## src/rtl/spi_arb_pkg.sv

```systemverilog
// Shared types for the SPI monarch arbiter: FSM state encoding and command width.
// Also holds a one-hot to index helper that supports up to four requesters.
package spi_arb_pkg;

  typedef enum logic [1:0] {
    IDLE    = 2'd0,
    ISSUE   = 2'd1,
    BUSY    = 2'd2,
    RELEASE = 2'd3
  } state_t;

  localparam int CMD_W = 16;
  localparam int IDX_W = 2;

  function automatic logic [IDX_W-1:0] oh2idx(input logic [3:0] oh);
    oh2idx = '0;
    for (int i = 0; i < 4; i++) begin
      if (oh[i]) oh2idx = IDX_W'(i);
    end
  endfunction

endpackage

```

## src/rtl/spi_rr_pick.sv

```systemverilog
// Combinational round-robin picker: returns the first requester set after index last_i.
// The request vector is rotated, its lowest set bit is isolated, and the result is rotated back.
module spi_rr_pick
  import spi_arb_pkg::*;
#(
  parameter int NUM_REQ = 2
) (
  input  logic [NUM_REQ-1:0] req_i,
  input  logic [IDX_W-1:0]   last_i,
  output logic [NUM_REQ-1:0] gnt_o,
  output logic               any_o
);

  logic [2:0]         shAmt;
  logic [NUM_REQ-1:0] rot;
  logic [NUM_REQ-1:0] rotLow;

  // Rotation puts index (last+1) mod NUM_REQ at bit 0, so the lowest set bit is the winner.
  assign shAmt  = {1'b0, last_i} + 3'd1;
  assign rot    = NUM_REQ'({req_i, req_i} >> shAmt);
  assign rotLow = rot & (~rot + NUM_REQ'(1));
  assign gnt_o  = NUM_REQ'(({rotLow, rotLow} << shAmt) >> NUM_REQ);
  assign any_o  = |req_i;

endmodule

```

## src/rtl/spi_mnrch_arbiter.sv

```systemverilog
// Round-robin arbiter sharing one SPI monarch between NUM_REQ requesters.
// Define SPI_TMO_EN to enable the BUSY timeout (err_o pulses after TMO_CYCLES without mnrch_done).
module spi_mnrch_arbiter
  import spi_arb_pkg::*;
#(
  parameter int NUM_REQ    = 2,
  parameter int TMO_CYCLES = 4096
) (
  input  logic                     clk,
  input  logic                     rst_n,
  input  logic [NUM_REQ-1:0]       req,
  input  logic [CMD_W*NUM_REQ-1:0] cmd_in,
  output logic [NUM_REQ-1:0]       gnt,
  output logic [NUM_REQ-1:0]       done_o,
  output logic [CMD_W-1:0]         rd_data_o,
  output logic [NUM_REQ-1:0]       err_o,
  output logic                     wrt,
  output logic [CMD_W-1:0]         wt_data,
  input  logic                     mnrch_done,
  input  logic [CMD_W-1:0]         mnrch_rd,
  input  logic                     mnrch_SS_n,
  output logic [NUM_REQ-1:0]       SS_n_o
);

  if (NUM_REQ < 2 || NUM_REQ > 4 || TMO_CYCLES < 1 || TMO_CYCLES > 65536) begin : g_param_check
    $error("spi_mnrch_arbiter: unsupported NUM_REQ or TMO_CYCLES");
  end

  state_t             state_q;
  logic [NUM_REQ-1:0] gnt_q;
  logic [NUM_REQ-1:0] done_q;
  logic               wrt_q;
  logic [CMD_W-1:0]   rdData_q;
  logic [IDX_W-1:0]   last_q;
  logic [NUM_REQ-1:0] pickGnt;
  logic               pickAny;
  logic [CMD_W-1:0]   wtData;

  spi_rr_pick #(.NUM_REQ(NUM_REQ)) u_pick (
    .req_i  (req),
    .last_i (last_q),
    .gnt_o  (pickGnt),
    .any_o  (pickAny)
  );

`ifdef SPI_TMO_EN
  logic [NUM_REQ-1:0] err_q;
  logic [15:0]        tmoCnt_q;
  localparam logic [15:0] TMO_LAST = 16'(TMO_CYCLES - 1);
  assign err_o = err_q;
`else
  assign err_o = '0;
`endif

  always_ff @(posedge clk or negedge rst_n) begin
    if (!rst_n) begin
      state_q  <= IDLE;
      gnt_q    <= '0;
      done_q   <= '0;
      wrt_q    <= 1'b0;
      rdData_q <= '0;
      last_q   <= IDX_W'(NUM_REQ - 1);
`ifdef SPI_TMO_EN
      err_q    <= '0;
      tmoCnt_q <= '0;
`endif
    end else begin
      case (state_q)
        IDLE: begin
          if (pickAny) begin
            gnt_q   <= pickGnt;
            wrt_q   <= 1'b1;
            state_q <= ISSUE;
          end
        end
        ISSUE: begin
          wrt_q   <= 1'b0;
          state_q <= BUSY;
`ifdef SPI_TMO_EN
          tmoCnt_q <= '0;
`endif
        end
        // A completion in the same cycle as the timeout takes priority.
        BUSY: begin
          if (mnrch_done) begin
            rdData_q <= mnrch_rd;
            done_q   <= gnt_q;
            state_q  <= RELEASE;
          end
`ifdef SPI_TMO_EN
          else if (tmoCnt_q == TMO_LAST) begin
            err_q   <= gnt_q;
            state_q <= RELEASE;
          end else begin
            tmoCnt_q <= tmoCnt_q + 16'd1;
          end
`endif
        end
        RELEASE: begin
          done_q  <= '0;
          gnt_q   <= '0;
          last_q  <= oh2idx(4'(gnt_q));
          state_q <= IDLE;
`ifdef SPI_TMO_EN
          err_q   <= '0;
`endif
        end
        default: state_q <= IDLE;
      endcase
    end
  end

  always_comb begin
    wtData = '0;
    if (state_q != IDLE) begin
      for (int i = 0; i < NUM_REQ; i++) begin
        if (gnt_q[i]) wtData = cmd_in[CMD_W*i +: CMD_W];
      end
    end
  end

  assign gnt       = gnt_q;
  assign done_o    = done_q;
  assign wrt       = wrt_q;
  assign rd_data_o = rdData_q;
  assign wt_data   = wtData;
  assign SS_n_o    = ~gnt_q | {NUM_REQ{mnrch_SS_n}};

endmodule

```

## config.mk

```make
export PLATFORM = sky130hd
export DESIGN_NAME = spi_mnrch_arbiter
export DESIGN_NICKNAME = d
export VERILOG_FILES = /design/src/rtl/spi_arb_pkg.sv /design/src/rtl/spi_rr_pick.sv /design/src/rtl/spi_mnrch_arbiter.sv
export SDC_FILE = /design/constraint.sdc
export NUM_CORES = 1
export LEC_CHECK = 0
export BUFFER_PORTS_ARGS = -buffer_cell sky130_fd_sc_hd__buf_2
export CAP_MARGIN = 40
export CORE_ASPECT_RATIO = 1.4
export CORE_MARGIN = 4
export CORE_UTILIZATION = 40
export DETAILED_ROUTE_END_ITERATION = 10
export PLACE_DENSITY = 0.88
export SETUP_SLACK_MARGIN = 0.15
export SKIP_CTS_REPAIR_TIMING = 1
export SLEW_MARGIN = 30
export SYNTH_ARGS = -nofsm -noshare
export SYNTH_HDL_FRONTEND = slang
export SYNTH_SLANG_ARGS = --single-unit
```

## constraint.sdc

```tcl
create_clock -name clk -period 1.8 [get_ports clk]
set_input_delay 0.45 -clock clk [delete_from_list [all_inputs] [get_ports clk]]
set_output_delay 0.45 -clock clk [all_outputs]
set_load 0.005 [all_outputs]
```

==> flow_summary.json <==
{
  "outcome": "finished clean",
  "setup_viol_count_final": 0,
  "viasPerCell": 5.09,
  "finalCritPeriodShare_pct": 97.3,
  "grt.overflow.total": 0,
  "timing.final.crit_period_ns": 1.75,
  "final-hold-violation-count": 0,
  "place_congestion": 0.807,
  "drive_gt1_share_pct": 63.0,
  "diodes": 0,
  "required_ns": 1.35,
  "cts.sinks": 24,
  "clk_pin_slew_ns": 0.08,
  "drt_drc_violations_left": 0,
  "drtPass1Iterations": 4,
  "num_vias": 1299,
  "worst_slew_pin_slew_ns": 0.515,
  "fill_cells": 263,
  "dp.cells": 248,
  "setup_ws_ns": 0.0480,
  "ys_seq_area_share_pct": 45.1,
  "grt_max_degree": 25,
  "syn2layout_area_growth_pct": 48.9,
  "detailroute.wirelength.met2_um": 1760,
  "power.total_mw": 3.14,
  "synthAdderAreaFrac_pct": 4.69,
  "gr-usage-all-layers_pct": 16.2,
  "ant_nets": 0,
  "worstHoldPathType": "in2async",
  "grt_antenna_before_repair": 0,
  "synth_edf_count": 0,
  "finalInstanceArea_um2": 1990,
  "peakVddDrop_mv": 0.920,
  "wl_per_cell_um": 14.1,
  "drt_iter0_markers": 43,
  "num_rows": 24,
  "ys.flop_type": "dfrtp_1",
  "clockRootBuffer": "clkbuf_8",
  "drt-total-wl_um": 3600,
  "fp.dieH_um": 76.3,
  "placed_area_um2": 1840,
  "place_ws_ns": 0.184,
  "grt_pass1_wl_um": 5700,
  "cts_tree": "built",
  "syn_avg_cell_area_um2": 11.3,
  "end_kind": "primary output",
  "regArea_um2": 602,
  "top_layer_used": "met4",
  "p_leak_nw": 1.08,
  "powerDensity_nw_per_um2": 1580,
  "critPathMaxFanout": 10,
  "m1WireLength_um": 1270,
  "synth_top_family_by_area": "multiplexers",
  "ioPinCount": 95,
  "htree_levels": 1,
  "final_nets": 276,
  "final_cells": 255,
  "max_cap_violations": 0,
  "clkLatencyLatePin_ns": 0.26,
  "synth.distinct_cells": 28,
  "grt_pass1_vias": 1318,
  "slew_headroom_pct": 65.7,
  "wl_met3_um": 515,
  "tns_ns": 0,
  "muxShareOfSynthArea_pct": 18.3,
  "numPortBuffers": 92,
  "synth_seq_cells": 24,
  "synthesis.area_um2": 1330,
  "arrival_ns": 1.30,
  "multi_input_area_um2": 721,
  "dpl.hpwl_um": 3000,
  "clockBufferDepth": 2,
  "clock.fmax_ghz": 0.571,
  "slew_violations": 0,
  "die_w_um": 56.8,
  "async_flop_share_pct": 100,
  "critPathLaunchType": "flip-flop",
  "synthXorXnorAreaFrac_pct": 0,
  "numCtsBuffers": 3,
  "start_util_pct": 42.3,
  "synth_compound_gate_area_share_pct": 13.8,
  "die-area_um2": 4340,
  "ys.warnings.count": 0,
  "coreArea_um2": 3150,
  "synthSimpleGateAreaFrac_pct": 13.7,
  "synth_cells": 118,
  "rsz0062_at_grt": "yes",
  "worstSetupPathType": "reg2out",
  "skew_ns": 0.00819
}
==> state kept, by name, indices dropped and copies added, names as in the netlist <==
signal / count
rd_data_o: 16
done_o: 2
gnt: 2
state_q: 2
last_q: 1
wrt: 1
==> area by class of cell <==
| type | count | area share (%) |
|---|---|---|
| clock buffer | 3 | 2.08 |
| sequential | 24 | 30.3 |
| timing repair buffer | 101 | 27.0 |
| inverter | 2 | 0.378 |
| tap | 39 | 2.46 |
| clock inverter | 1 | 1.51 |
| multi-input combinational | 85 | 36.3 |
==> cell families after synthesis <==
family	Yosys count
AND/OR/NAND/NOR	35
flip-flops	24
AO/OA/AOI/OAI	25
adder cells (fa/ha/maj)	5
multiplexers	18
other	1
buffers and inverters	10
==> Yosys cell counts, types with 2 or more instances <==
cell      instances  area [um2]
nor2_1           16        60.1
buf_4             2        15.0
a22oi_1          15         113
a32o_1            2        20.0
nor3b_1           2        15.0
inv_1             2        7.51
a31oi_1           2        12.5
o21ai_0           3        15.0
nand2b_1          3        18.8
buf_2             2        10.0
clkbuf_1          3        11.3
and2b_1           4        30.0
nand2_1           5        18.8
ha_1              5        62.6
mux2_2            7        78.8
mux2_4           11         165
dfrtp_1          23         576
==> critical path: stages (launching register included) <==
cell and delay, ns:
dfrtp_1 0.37, and2b_1 0.22, buf_6 0.15, a22oi_2 0.07
nor2_1 0.12, buf_2 0.13
==> stage by stage <==
step | utilization (%) | hold WS, ns
finish | 63.0 | 0.149
detailed placement | 58.5 | 0.457
floorplan | - | 0.154
global placement | 58.5 | 0.450
CTS | 60.8 | 0.165
global route | 63.0 | 0.185
==> worst paths after layout <==
kind,from,end,slack [ns],cells after the start
worst max-delay path,gnt[1]$_DFFE_PN0P_,wt_data[3],0.05,5
worst min-delay path,rst_n,rd_data_o[11]$_DFFE_PN0P_,0.15,1
worst max register to register,state_q[1]$_DFFE_PN0P_,state_q[1]$_DFFE_PN0P_,0.24,5
worst min register to register,wrt$_DFFE_PN0P_,wrt$_DFFE_PN0P_,0.49,1
max in group asynchronous,rst_n,last_q[0]$_DFFE_PN1P_,1.28,1
min in group clk,mnrch_rd[10],rd_data_o[10]$_DFFE_PN0P_,0.41,2
==> layer usage <==
layer,vias to the layer above,GRT usage (%)
met5,-,0
met1,589,17.5
li1,613,-
met3,6,5.25
met2,91,28.9
met4,0,5.57
==> where the power goes <==
part,switching [mW],internal [mW]
clock network,0.159,0.297
registers,0.146,0.813
logic,0.744,0.978
total,1.05,2.09
==> placed cells by master, fill, tap and decap left out, drive strengths merged, types with 3 or more instances in the layout <==
| cell type | instances |
|---|---|
| buf | 101 |
| dfrtp | 23 |
| mux2 | 18 |
| nor2 | 17 |
| a22oi | 15 |
| nand2 | 6 |
| ha | 5 |
| and2b | 4 |
| nand2b | 3 |
| o21ai | 3 |
| clkbuf | 3 |
Power figures use the tool's default switching activity.
